--- src/rtl/ddr3_arb_pkg.sv ---
// Shared types for the DDR3 command arbiter: command encodings, burst width, order-FIFO entry.
// Order entries carry the requester id and burst length of each outstanding read.
package ddr3_arb_pkg;

  localparam logic CMD_READ  = 1'b1;
  localparam logic CMD_WRITE = 1'b0;
  localparam int   BURST_W   = 6;
  localparam int   ORD_ID_W  = 2;

  typedef struct packed {
    logic [ORD_ID_W-1:0] id;
    logic [BURST_W-1:0]  len;
  } ord_entry_t;

  localparam int ORD_W = $bits(ord_entry_t);

  typedef enum logic {
    ST_IDLE   = 1'b0,
    ST_WBURST = 1'b1
  } arb_state_t;

endpackage

--- src/rtl/ddr3_arb_order_fifo.sv ---
// Outstanding-read order FIFO: records {id, len} per issued read, head drives response routing.
// Latency: push visible at head next cycle. Backpressure: full/empty flags; push ignored when full.
// Pointers carry one extra wrap bit so full and empty are distinguishable.
module ddr3_arb_order_fifo
  import ddr3_arb_pkg::*;
#(
  parameter int DEPTH = 4
) (
  input  logic             clk,
  input  logic             rst,
  input  logic             push,
  input  logic [ORD_W-1:0] push_dat,
  input  logic             pop,
  output logic             full,
  output logic             empty,
  output logic [ORD_W-1:0] head
);

  localparam int PTR_W = $clog2(DEPTH);

  logic [PTR_W:0]   wr_ptr, rd_ptr;
  logic [ORD_W-1:0] mem [DEPTH];

  assign empty = (wr_ptr == rd_ptr);
  assign full  = (wr_ptr[PTR_W] != rd_ptr[PTR_W]) &&
                 (wr_ptr[PTR_W-1:0] == rd_ptr[PTR_W-1:0]);
  assign head  = mem[rd_ptr[PTR_W-1:0]];

  always_ff @(posedge clk) begin
    if (push && !full) mem[wr_ptr[PTR_W-1:0]] <= push_dat;
  end

  always_ff @(posedge clk) begin
    if (rst) begin
      wr_ptr <= '0;
      rd_ptr <= '0;
    end else begin
      if (push && !full) wr_ptr <= wr_ptr + 1'b1;
      if (pop && !empty) rd_ptr <= rd_ptr + 1'b1;
    end
  end

endmodule

--- src/rtl/ddr3_cmd_arbiter.sv ---
// Shares one bridge cmd/rsp port among NREQ requesters; round-robin (or DDR3_ARB_FIXED_PRIO_EN fixed prio).
// Latency: zero-cycle combinational cmd and rsp muxes. Backpressure: ready passed through to the granted
// requester; reads stall while the order FIFO is full; write bursts hold the grant until the last beat.
module ddr3_cmd_arbiter
  import ddr3_arb_pkg::*;
#(
  parameter int NREQ     = 2,
  parameter int OT_DEPTH = 4,
  parameter int AW       = 27,
  parameter int DW       = 128
) (
  input  logic                   clk,
  input  logic                   rst,
  input  logic [NREQ-1:0]        s_cmd_valid,
  output logic [NREQ-1:0]        s_cmd_ready,
  input  logic [NREQ-1:0]        s_cmd_type,
  input  logic [NREQ*AW-1:0]     s_cmd_addr,
  input  logic [NREQ*BURST_W-1:0] s_cmd_burst,
  input  logic [NREQ*DW-1:0]     s_cmd_wdata,
  input  logic [NREQ*DW/8-1:0]   s_cmd_wmask,
  output logic [NREQ-1:0]        s_rsp_valid,
  input  logic [NREQ-1:0]        s_rsp_ready,
  output logic                   s_rsp_last,
  output logic [DW-1:0]          s_rsp_data,
  output logic                   m_cmd_valid,
  input  logic                   m_cmd_ready,
  output logic                   m_cmd_type,
  output logic [AW-1:0]          m_cmd_addr,
  output logic [BURST_W-1:0]     m_cmd_burst,
  output logic [DW-1:0]          m_cmd_wdata,
  output logic [DW/8-1:0]        m_cmd_wmask,
  input  logic                   m_rsp_valid,
  output logic                   m_rsp_ready,
  input  logic [DW-1:0]          m_rsp_data,
  output logic                   err_unexp_rsp
);

  localparam int PW = $clog2(NREQ);

  arb_state_t         state, state_nxt;
  logic [PW-1:0]      rr_ptr, lock, gnt, pick;
  logic               pick_vld, gnt_vld, cmd_hs, rsp_hs;
  logic [BURST_W-1:0] wcnt, rcnt;
  logic [NREQ-1:0]    elig;
  logic               ord_push, ord_pop, ord_full, ord_empty;
  logic [ORD_W-1:0]   ord_head_raw;
  ord_entry_t         ord_head, ord_in;

  function automatic logic [PW-1:0] ptr_inc(input logic [PW-1:0] p);
    return (int'(p) == NREQ - 1) ? '0 : p + 1'b1;
  endfunction

  // Full is the registered flag: a same-cycle pop never admits a new read.
  always_comb begin
    for (int i = 0; i < NREQ; i++)
      elig[i] = s_cmd_valid[i] && ((s_cmd_type[i] == CMD_WRITE) || !ord_full);
  end

  always_comb begin
    pick     = '0;
    pick_vld = 1'b0;
`ifdef DDR3_ARB_FIXED_PRIO_EN
    for (int i = NREQ - 1; i >= 0; i--) begin
      if (elig[i]) begin
        pick     = PW'(i);
        pick_vld = 1'b1;
      end
    end
`else
    for (int k = NREQ - 1; k >= 0; k--) begin
      if (elig[(int'(rr_ptr) + k) % NREQ]) begin
        pick     = PW'((int'(rr_ptr) + k) % NREQ);
        pick_vld = 1'b1;
      end
    end
`endif
  end

  always_ff @(posedge clk) begin
    if (rst) state <= ST_IDLE;
    else     state <= state_nxt;
  end

  always_comb begin
    state_nxt = state;
    case (state)
      ST_IDLE:   if (cmd_hs && m_cmd_type == CMD_WRITE && m_cmd_burst != '0) state_nxt = ST_WBURST;
      ST_WBURST: if (cmd_hs && wcnt == BURST_W'(1)) state_nxt = ST_IDLE;
      default:   state_nxt = ST_IDLE;
    endcase
  end

  // During a burst only writes from the locked requester are presented.
  always_comb begin
    gnt     = pick;
    gnt_vld = pick_vld;
    if (state == ST_WBURST) begin
      gnt     = lock;
      gnt_vld = s_cmd_valid[lock] && (s_cmd_type[lock] == CMD_WRITE);
    end
    if (rst) gnt_vld = 1'b0;
  end

  always_comb begin
    s_cmd_ready      = '0;
    s_cmd_ready[gnt] = gnt_vld && m_cmd_ready;
  end

  assign m_cmd_valid = gnt_vld;
  assign m_cmd_type  = s_cmd_type[gnt];
  assign m_cmd_addr  = s_cmd_addr[int'(gnt)*AW +: AW];
  assign m_cmd_burst = s_cmd_burst[int'(gnt)*BURST_W +: BURST_W];
  assign m_cmd_wdata = s_cmd_wdata[int'(gnt)*DW +: DW];
  assign m_cmd_wmask = s_cmd_wmask[int'(gnt)*(DW/8) +: DW/8];
  assign cmd_hs      = gnt_vld && m_cmd_ready;

  always_ff @(posedge clk) begin
    if (rst) begin
      rr_ptr <= '0;
      lock   <= '0;
      wcnt   <= '0;
    end else if (cmd_hs) begin
      if (state == ST_IDLE) begin
        if (m_cmd_type == CMD_READ || m_cmd_burst == '0) begin
          rr_ptr <= ptr_inc(gnt);
        end else begin
          lock <= gnt;
          wcnt <= m_cmd_burst;
        end
      end else begin
        wcnt <= wcnt - 1'b1;
        if (wcnt == BURST_W'(1)) rr_ptr <= ptr_inc(lock);
      end
    end
  end

  assign ord_push = cmd_hs && (state == ST_IDLE) && (m_cmd_type == CMD_READ);
  assign ord_in   = '{id: ORD_ID_W'(gnt), len: m_cmd_burst};
  assign ord_head = ord_entry_t'(ord_head_raw);

  ddr3_arb_order_fifo #(.DEPTH(OT_DEPTH)) u_order_fifo (
    .clk      (clk),
    .rst      (rst),
    .push     (ord_push),
    .push_dat (ord_in),
    .pop      (ord_pop),
    .full     (ord_full),
    .empty    (ord_empty),
    .head     (ord_head_raw)
  );

  // With nothing outstanding, stray beats are accepted and dropped.
  always_comb begin
    s_rsp_valid = '0;
    m_rsp_ready = 1'b0;
    if (!rst) begin
      if (ord_empty) begin
        m_rsp_ready = m_rsp_valid;
      end else begin
        for (int i = 0; i < NREQ; i++) begin
          if (ord_head.id == ORD_ID_W'(i)) begin
            s_rsp_valid[i] = m_rsp_valid;
            m_rsp_ready    = s_rsp_ready[i];
          end
        end
      end
    end
  end

  assign s_rsp_last = !rst && !ord_empty && (rcnt == ord_head.len);
  assign s_rsp_data = m_rsp_data;
  assign rsp_hs     = m_rsp_valid && m_rsp_ready && !ord_empty;
  assign ord_pop    = rsp_hs && s_rsp_last;

  always_ff @(posedge clk) begin
    if (rst) begin
      rcnt          <= '0;
      err_unexp_rsp <= 1'b0;
    end else begin
      if (ord_pop)     rcnt <= '0;
      else if (rsp_hs) rcnt <= rcnt + 1'b1;
      if (ord_empty && m_rsp_valid) err_unexp_rsp <= 1'b1;
    end
  end

endmodule

--- config.mk ---
export PLATFORM = sky130hd
export DESIGN_NAME = ddr3_cmd_arbiter
export DESIGN_NICKNAME = d
export VERILOG_FILES = /design/src/rtl/ddr3_arb_pkg.sv /design/src/rtl/ddr3_arb_order_fifo.sv /design/src/rtl/ddr3_cmd_arbiter.sv
export SDC_FILE = /design/constraint.sdc
export NUM_CORES = 1
export LEC_CHECK = 0
export ABC_AREA = 1
export CAP_MARGIN = 0
export CORE_AREA = 2 2 310 312
export DETAILED_ROUTE_END_ITERATION = 6
export DIE_AREA = 0 0 312 314
export MAX_ROUTING_LAYER = met4
export PLACE_DENSITY = 0.31
export SLEW_MARGIN = 0
export SYNTH_ARGS = -nofsm -noshare
export SYNTH_HDL_FRONTEND = slang
export SYNTH_SLANG_ARGS = --single-unit
export TNS_END_PERCENT = 5
--- constraint.sdc ---
create_clock -name clk -period 5.1 [get_ports clk]
set_clock_uncertainty 0.2 [all_clocks]
set_input_delay 0.765 -clock clk [delete_from_list [all_inputs] [get_ports clk]]
set_output_delay 0.765 -clock clk [all_outputs]
set_load 0.03 [all_outputs]
**Word level (Yosys, flattened, before mapping)**

Memory sizes are Yosys's and may differ from the RTL's. A register that Yosys moved wholly into a read port is not among the register bits.
Cells that the tools add are included.
Widths: inputs -> output; s select.

- $add $sub $neg: 7
- Equality and inequality tests: 8
- Shift operators: 4
- Multiplexer cells: 42
- Magnitude comparators: 5
- Multipliers: 2
- Bitwise operators: 8
- Reductions and logical operators: 33

Operator list:

| kind | count |
|---|---|
| $shiftx 256x9->128 | 1 |
| $shiftx 54x7->27 | 1 |
| $mux 1 | 34 |
| $shiftx 32x6->16 | 1 |
| $logic_and 1x1->1 | 19 |
| $mux 6 | 2 |
| $shiftx 12x5->6 | 1 |
| $mux 2 | 4 |
| $add 3x1->3 const B | 2 |
| $add 6x1->6 const B | 1 |
| $eq 6x1->1 const B | 1 |
| $eq 6x6->1 | 1 |
| $logic_not 6->1 | 1 |
| $lt 1x2->1 const B | 3 |
| $mul 1x5->6 const B | 1 |
| $not 1->1 | 6 |
| $reduce_and 3->1 | 2 |
| $reduce_bool 6->1 | 1 |
| $sub 6x1->6 const B | 1 |
| $add 1x1->1 const B | 3 |
| $eq 3x3->1 | 1 |
| $logic_not 1->1 | 3 |
| $logic_or 1x1->1 | 3 |
| $lt 2x3->1 const B | 1 |
| other kinds (15) | 15 |

- Register bits after elaboration: 22
- Input port bits: 492
- Output and inout port bits: 314
- Memories: 1
- RAM bits: 28
- Word-level logic and storage cells: 118

Memory list:

| name | words | bits a word | read ports | clocked after memory_dff | write ports | RTL line | source |
|---|---|---|---|---|---|---|---|
| u_order_fifo.mem | 4 | 7 | 1 | 1 | 1 | ddr3_arb_order_fifo.sv:22 | `logic [ORD_W-1:0] mem [DEPTH];` |

**Logic depth before layout (Yosys ltp)**

- Depth in word-level cells: 18
- Mapped depth: 16
- Gate-level depth less buffers: 16

**Modules after synthesis**

Synthesis repeated with hierarchy kept, for this count alone.

- Cell total of the unflattened synthesis: 1026
- Area, all modules: 6020.8 µm²

By module, submodules not included:

| module | area an instance (µm²) | seq. area each (µm²) | cells each | times used |
|---|---|---|---|---|
| ddr3_cmd_arbiter | 4321.6 | 320.3 | 876 | 1 |
| ddr3_arb_order_fifo | 1699.1 | 1121.1 | 150 | 1 |

**Least setup slack after synthesis**

No wires, ideal clock.

- Kind: input to output
- Start point: in s_cmd_type[1]
- End point: out m_cmd_addr[0]
- Data arrival time: 2074 ps
- Buffers on the path: 3
- Data required time: 4135 ps
- Stages on the path: 9
- Setup slack: 2061 ps
- Path through: inv_1 > a21oi_1 > nand2_4 > nand3_4 > buf_2 > buf_2 > buf_2 > nand2_1 > nand2_1

- Longest elaborated chain between the ends: 11
- Elaborated cells between the ends (all ways): 13
- Those cells by class: mul: 1; shift: 1; mux: 8; bitwise: 1; reduce/logical: 2

Ends and longest elaborated chain:

| what | RTL line | source |
|---|---|---|
| from (decl) | ddr3_cmd_arbiter.sv:16 | `input logic [NREQ-1:0] s_cmd_type,` |
| $not 1->1 * | ddr3_cmd_arbiter.sv:56 | `elig[i] = s_cmd_valid[i] && ((s_cmd_type[i] == CMD_WRITE) \|\| !ord_full);` |
| $logic_or 1x1->1 * | ddr3_cmd_arbiter.sv:56 |  |
| $logic_and 1x1->1 * | ddr3_cmd_arbiter.sv:56 |  |
| $mux 1 (not written as such) (3 in a row) | ddr3_cmd_arbiter.sv:71 | `if (elig[(int'(rr_ptr) + k) % NREQ]) begin` |
| $mux 1 | ddr3_cmd_arbiter.sv:71 |  |
| $mux 1 * | ddr3_cmd_arbiter.sv:71 |  |
| $mux 1 * | ddr3_cmd_arbiter.sv:97 | `if (state == ST_WBURST) begin` |
| $mul 1x5->6 * | ddr3_cmd_arbiter.sv:111 | `assign m_cmd_addr = s_cmd_addr[int'(gnt)*AW +: AW];` |
| $shiftx 54x7->27 * | ddr3_cmd_arbiter.sv:111 |  |
| to (decl) | ddr3_cmd_arbiter.sv:28 | `output logic [AW-1:0] m_cmd_addr,` |

Mark *: on every way between the ends. The rest lies on a longest branch, timed or not. The select of a mux whose other input is x is not followed.

**Worst setup path after layout**

- Start point: in s_cmd_type[0]
- End point: out m_cmd_wmask[10]

- Longest elaborated chain between the ends: 10
- Elaborated cells between the ends (all ways): 12
- Those cells by class: shift: 1; mux: 8; bitwise: 1; reduce/logical: 2

Ends and longest elaborated chain:

| what | RTL line | source |
|---|---|---|
| $not 1->1 * | ddr3_cmd_arbiter.sv:56 |  |
| $logic_or 1x1->1 * | ddr3_cmd_arbiter.sv:56 |  |
| $logic_and 1x1->1 * | ddr3_cmd_arbiter.sv:56 |  |
| $mux 1 (not written as such) (3 in a row) | ddr3_cmd_arbiter.sv:71 |  |
| $mux 1 | ddr3_cmd_arbiter.sv:71 |  |
| $mux 1 * | ddr3_cmd_arbiter.sv:71 |  |
| $mux 1 * | ddr3_cmd_arbiter.sv:97 |  |
| $shiftx 32x6->16 * | ddr3_cmd_arbiter.sv:114 | `assign m_cmd_wmask = s_cmd_wmask[int'(gnt)*(DW/8) +: DW/8];` |
| to (decl) | ddr3_cmd_arbiter.sv:31 | `output logic [DW/8-1:0] m_cmd_wmask,` |

Marked as above.

==> metrics.md <==
| Metric | Value |
|---|---|
| Die Ht | `314 um` |
| Reg2reg start | `u_order_fifo.wr_ptr[1]$_SDFFE_PP0N_` |
| Max clock buf depth | `2` |
| Internal Power | `1.487 mW` |
| HP Class | `reg -> reg` |
| Vias after detailed routing | `7741` |
| Hold wc startpoint | `wcnt[1]$_SDFFE_PP0P_` |
| Latest clock arrival within the worst-skew pair | `290 ps` |
| Post-route cell area | `12290 um^2` |
| Ys Warns | `0` |
| H-tree Lvls | `2` |
| Mapped Area | `5792 um^2` |
| CORE AREA | `94450 um^2` |
| Post-route setup slack | `564.4 ps` |
| Yosys reg bits | `52` |
| DRT Wirelength | `48370 um` |
| Outcome | `completed` |
| CP max FO | `55` |
| Clock Root Buffer | `clkbuf_16` |
| DR iter-0 viols | `343` |
| HPWL after DPL | `42400 um` |
| Normalized max-slew margin | `45.79%` |
| Largest stage delay on the critical path | `660 ps` |
| Worst slack at placement | `537.5 ps` |
| Largest delay share family, worst path | `buffers and inverters` |
| Reg clk slew, reported paths | `70 ps` |
| Synth Net Count | `1504` |
| IO Pins | `806` |
| Number of buffers added on ports | `549` |
| Cell Chain, Critical Path | `clkdlybuf4s50_1, nand4_1, nand3_2, nand3_4, inv_6, buf_12, nand2_1, nand2_1, clkdlybuf4s50_1` |
| DR pass1 iterations | `5` |
| Crit. Startpoint | `s_cmd_type[0]` |
| PD cells | `218.4 nW/um^2` |
| FILL cells | `11.07k` |
| Syn avg cell area | `5.769 um^2` |
| CP Class | `in -> out` |
| Starting density of the core | `6.132%` |
| CTS Buf Count | `5` |
| Setup TNS | `0 ps` |
| Initial antenna violation count | `32` |
| Critical Path AT | `3570 ps` |
| WHS | `269.9 ps` |
| F_max | `220.5 MHz` |
| Die area | `97970 um^2` |
| Crit path max-delay cell type | `clkdlybuf4s50_1` |
| Rows | `113` |
| Vias in the first global route | `7943` |
| Startpoint Class | `primary input` |
| Area of the multi-input gates | `3176 um^2` |
| Most frequent cells in the layout | `588 x nand2_1, 425 x clkdlybuf4s50_1, 89 x buf_4, 48 x buf_12, 32 x nand3_1` |
| Sequential share of power | `17.4%` |
| Max-cap viol count | `0` |
| Vias/cell | `2.894` |
| Largest net degree at the start of global routing | `64` |
| Max layer used | `met4` |
| Global route overflow | `0` |
| CTS tree | `done` |
| All-Layer GR Usage | `9.603%` |
| Cells after Synth | `1004` |
| Period utilisation layout | `88.93%` |
| CTS resizes | `0` |
| Register area share after synthesis | `22.81%` |
| First-pass GRT wire length | `64310 um` |
| Placed Instance Area | `12110 um^2` |
| Nets | `1901` |
| Sw power | `1.198 mW` |
| CTS sink cnt | `52` |
| Commonest non-fill, non-tap cell in the layout | `nand2_1` |
| WL per Instance | `18.08 um` |
| Reg area | `1321 um^2` |
| Crit path required time | `4140 ps` |
| Die X | `312 um` |
| Share of cells above drive strength 1 | `12.98%` |
| Metal-1 WL | `19230 um` |
| Setup-failing EPs final | `0` |
| Buf/Inv on CP | `4` |
| Pleak | `5.209 nW` |
| Syn-to-layout area delta | `112.3%` |
| RSZ-0062 raised after global routing | `false` |
| Clock power frac | `14.4%` |
| Setup repair bufs after CTS | `0` |
| Met2 WL post-DR | `22010 um` |
| Maximum vdd drop | `0.1220 mV` |
| Final GP Congestion | `0.8959` |
| Met3 wire length | `6462 um` |
| CP Capture Type | `output pin` |
| DRC errors left | `0` |
| Crit path time final | `4536 ps` |
| Hold Buf Count CTS | `0` |
| Sw frac | `44.62%` |
| Logic pwr share | `68.2%` |
| Post-route ant nets | `0` |
| Actual slew at the worst max-slew pin | `810.1 ps` |
| Cell variety after synth | `36` |
| Final hold viol count | `0` |
| Max Slew Vio Count | `0` |
==> cell families (layout without fill, tap and decap cells) <==
family | after synthesis | in the layout | synth area share, %
and+or+nand+nor | 681 | 681 | 47.55
buffers and inverters | 209 | 607 | 22.36
DFF | 52 | 52 | 22.81
AOI/OAI and AO/OA | 48 | 48 | 4.515
adders and majority gates | 8 | 8 | 1.728
xor gates and xnor gates | 6 | 6 | 1.037
other | 0 | 8 | 0
==> flip-flops by register name, indices dropped and copies added, names as in the netlist, named ones only <==
signal and cells:
rcnt 6, state 1, wcnt 6, rr_ptr 1, err_unexp_rsp 1, u_order_fifo.rd_ptr 3
lock 1, u_order_fifo.wr_ptr 3, u_order_fifo.mem 28
==> through the flow <==
step | util (%) | std cells | power, mW
finish | 13.02 | 2675 | 2.686
detailed placement | 12.82 | 2659 | 2.343
floorplan | - | 1004 | 1.477
global placement | 12.82 | 2659 | 2.357
CTS | 13.00 | 2667 | 2.746
global route | 13.01 | 2674 | 2.850
==> power groups by stage <==
stage               clock [mW]  sequential [mW]  combinational, mW
CTS                      0.401            0.467               1.88
finish                   0.387            0.467               1.83
floorplan                    0            0.475               1.00
global route             0.417            0.469               1.96
detailed placement           0            0.477               1.87
global placement             0            0.477               1.88
==> area by class of cell <==
| type | instances | share of cell area [%] |
|---|---|---|
| Timing Repair Buffer | 562 | 47.85 |
| Inverter | 37 | 1.170 |
| Antenna cell | 8 | 0.1628 |
| Sequential cell | 52 | 10.75 |
| Clock buffer | 5 | 1.018 |
| Multi-Input combinational cell | 743 | 25.83 |
| Clock inverter | 3 | 0.3460 |
| Tap cell | 1265 | 12.87 |
==> worst register-to-register path: cells and delay by family (launching register included) <==
kind	cells	cell delay, ps
DFF	1	360
and+or+nand+nor	8	1780
AOI/OAI and AO/OA	1	110
buffers and inverters	2	200
==> synthesized netlist by cell type <==
cell	n	area share, %
inv_1	32	2.1
or2_0	2	0.22
nand2_4	4	0.78
nor3_2	1	0.17
nand4_1	10	1.1
nand3_2	3	0.52
o21ai_1	3	0.26
or2_2	1	0.11
nor2_2	7	0.76
o21ai_0	12	1.0
buf_4	129	17
nor3_1	1	0.086
inv_2	5	0.32
o21ai_2	1	0.15
nand2_1	588	38
buf_2	15	1.3
a21oi_1	25	2.2
o21a_1	4	0.52
nor2_4	1	0.19
nor2_1	18	1.2
buf_6	1	0.19
edfxtp_1	28	15
clkbuf_1	20	1.3
nand2_2	11	1.2
xnor2_2	1	0.28
ha_1	8	1.7
xor2_1	4	0.60
dfxtp_1	24	8.3
buf_1	7	0.45
nand3_1	32	2.8
nand3_4	1	0.30
and2_1	1	0.11
a31oi_1	1	0.11
o31ai_1	1	0.13
xnor2_1	1	0.15
a311oi_1	1	0.15
==> layer usage <==
layer  GRT usage (%)  vias to the layer above
li1                -                     3765
met1           10.62                     3351
met2           15.03                      566
met3           5.883                       59
met4           1.278                        0
met5               -                        -
==> final timing paths <==
check	slack (ps)	end	cells past startpoint
worst max-delay path	560	m_cmd_wmask[10]	9
worst min-delay path	270	wcnt[1]$_SDFFE_PP0P_	2
worst max register to register	2080	u_order_fifo.mem[1][5]$_DFFE_PP_	11
worst min register to register	270	wcnt[1]$_SDFFE_PP0P_	2
(Power assumes the default switching activity.)
==> edit: new RTL, same flow settings <==
Change the parameter `OT_DEPTH` from 4 to 2.
--- a/src/rtl/ddr3_cmd_arbiter.sv
+++ b/src/rtl/ddr3_cmd_arbiter.sv
@@ -7,3 +7,3 @@
   parameter int NREQ     = 2,
-  parameter int OT_DEPTH = 4,
+  parameter int OT_DEPTH = 2,
   parameter int AW       = 27,
Function: not settled (the Yosys comparison gave no result); the edit may change what the design does.
==> edit against the unedited design <==
Design area down 6.3%; synthesized area is 14% lower; setup slack gained 0.18 ns; sequential share of layout area is 3.4 points lower; die area did not move; critical path type unchanged; sequential cell count fell by 17; first-iteration DRC count rose by 8.2%; routed wire length decreased by 11%; global-route usage fell by 1.2 points; power decreased by 8.2%; final cell count is 3.3% lower.
==> edit: results (changes against the unedited design) <==
The ratio of routed vias to standard cells is 2.77 (-4.3%). The maximum level of the CTS H-tree is 2 (unchanged). In the synthesized netlist the dominant register cell turns out to be dfxtp_1. The placed wire-length estimate is 37800 um (-11%). The number of global-route vias before repair is 7330 (-7.7%).

Ranked by instance count, the synthesized netlist is headed by 551 x nand2_1, 128 x buf_4, 25 x inv_1, 25 x nor2_1, 21 x dfxtp_1. The standby leakage power is 0.00484 uW (-7.1%). The number of search-and-repair iterations in the first detailed-routing pass is 5 (unchanged).

The clock transition at the registers of the reported paths was 0.05 ns (-0.02 ns). The aggregate global-route resource usage came out at 8.45% (-1.2 points). The pin count of the biggest net entering global routing came out at 68 (+6.3%). The count of input and output buffers is 549 (unchanged). In the post-synthesis netlist, the biggest area contributors are nand2_1 41%, buf_4 19%, dfxtp_1 8.4%. The maximum VDD drop is 0.113 mV (-7.1%). The arrival time of the worst setup path was 3.39 ns (-0.18 ns).

The final-stage net count came out at 1813 (-4.6%). The DRC marker count from the first detailed-route iteration is 371 (+8.2%). The final weighted congestion in routability-driven placement is 0.858 (-4.2%).

The global-route wire length before repair came out at 56800 um (-12%). The maximum fanout along the worst path came out at 23 (-58%). The fraction of synthesis flops using an asynchronous set or reset pin is 0% (unchanged).

The clock latency on the worst-skew pair came out at 0.28 ns. The count of flip-flops with a built-in enable after synthesis came out at 14 (-50%). The number of flip-flops in the largest register came out at 14 (-50%). The number of unique standard cell types used by synthesis came out at 32 (-11%). The final-report hold violation count is 0 (unchanged).

The synthesized netlist net count is 1417 (-5.8%). The min-delay analysis places its worst path in the category reg -> reg. The share of cells above drive strength 1 came out at 11.9% (-1.1 points). The number of warnings printed during yosys synthesis is 0 (unchanged). The worst slack at placement is 0.720 ns (+0.183 ns).

The total setup buffers inserted after CTS is 0 (unchanged). The sequential share of the synthesized area is 16.9% (-5.9 points). The number of antenna violations at the first check in global routing came out at 13 (-59%).

The tightest slew margin relative to the limit is 55.3% (+9.5 points). The run finished with clean final reports. The routed wire length came to 43200 um (-11%).
edit: changes by cell type in the layout (fill, tap and decap cells not counted), sizes merged, moves of 4 or more:
cell           change
buf               -14
edfxtp            -14
ha                 -5
a21oi              -5
diode              -4
inv               -10
nand3             -16
nand2             -34
clkdlybuf4s50     +10
edit: final cells by class:
type | count | area, um2
Clock inverter | 2 | 7.51
Clock buffer | 6 | 129
Fill cell | 11100 | 82900
Sequential cell | 35 | 841
Tap cell | 1265 | 1580
Multi-Input combinational cell | 689 | 2900
Inverter | 29 | 114
Antenna cell | 4 | 10.0
Timing Repair Buffer | 558 | 5940
edit: cell families after synthesis:
family / count (synthesis) / share of synthesized area (%)
compound gates: 42 / 4.52
xor+xnor: 10 / 1.76
fa+ha+maj: 3 / 0.753
buf+inv: 198 / 25.0
flops: 35 / 16.9
mux: 3 / 0.602
simple gates: 631 / 50.5
edit: path summary, 6_finish.rpt:
path / from / to / slack, ns / cells after the start
hold reg to reg: wcnt[1] / wcnt[1] / 0.28 / 2
hold / removal: wcnt[1] / wcnt[1] / 0.28 / 2
setup / recovery: s_cmd_type[0] / m_cmd_wdata[78] / 0.74 / 9
setup reg to reg: state / u_order_fifo.mem[0][0] / 2.15 / 6
edit: per-stage QoR:
step,instances,hold slack (ns),cell area [um2]
2_1_floorplan,922,0.253,4990
3_3_place_gp,2576,0.272,11400
3_5_place_dp,2576,0.277,11400
4_1_cts,2584,0.285,11500
5_1_grt,2588,0.303,11500
6_report,2588,0.284,11500
edit: metal layers:
layer	GRT usage [%]	wire [um]	vias up
li1	-	-	3486
met1	8.98	16300	3115
met2	13.2	19600	531
met3	5.61	6670	35
met4	1.53	642	0
met5	-	0	-
edit: power breakdown:
part / switching (uW) / total [uW] / internal [uW]
Sequential: 8.39 / 313 / 305
Clock: 113 / 291 / 178
Combinational: 1040 / 1860 / 825
edit: critical path, cell delays in order:
cell	delay [ns]
clkdlybuf4s50_1	0.54
nand3_2	0.12
nand3_2	0.15
nand3_4	0.33
inv_6	0.32
buf_4	0.33
nand2_1	0.09
nand2_1	0.06
clkdlybuf4s50_1	0.67
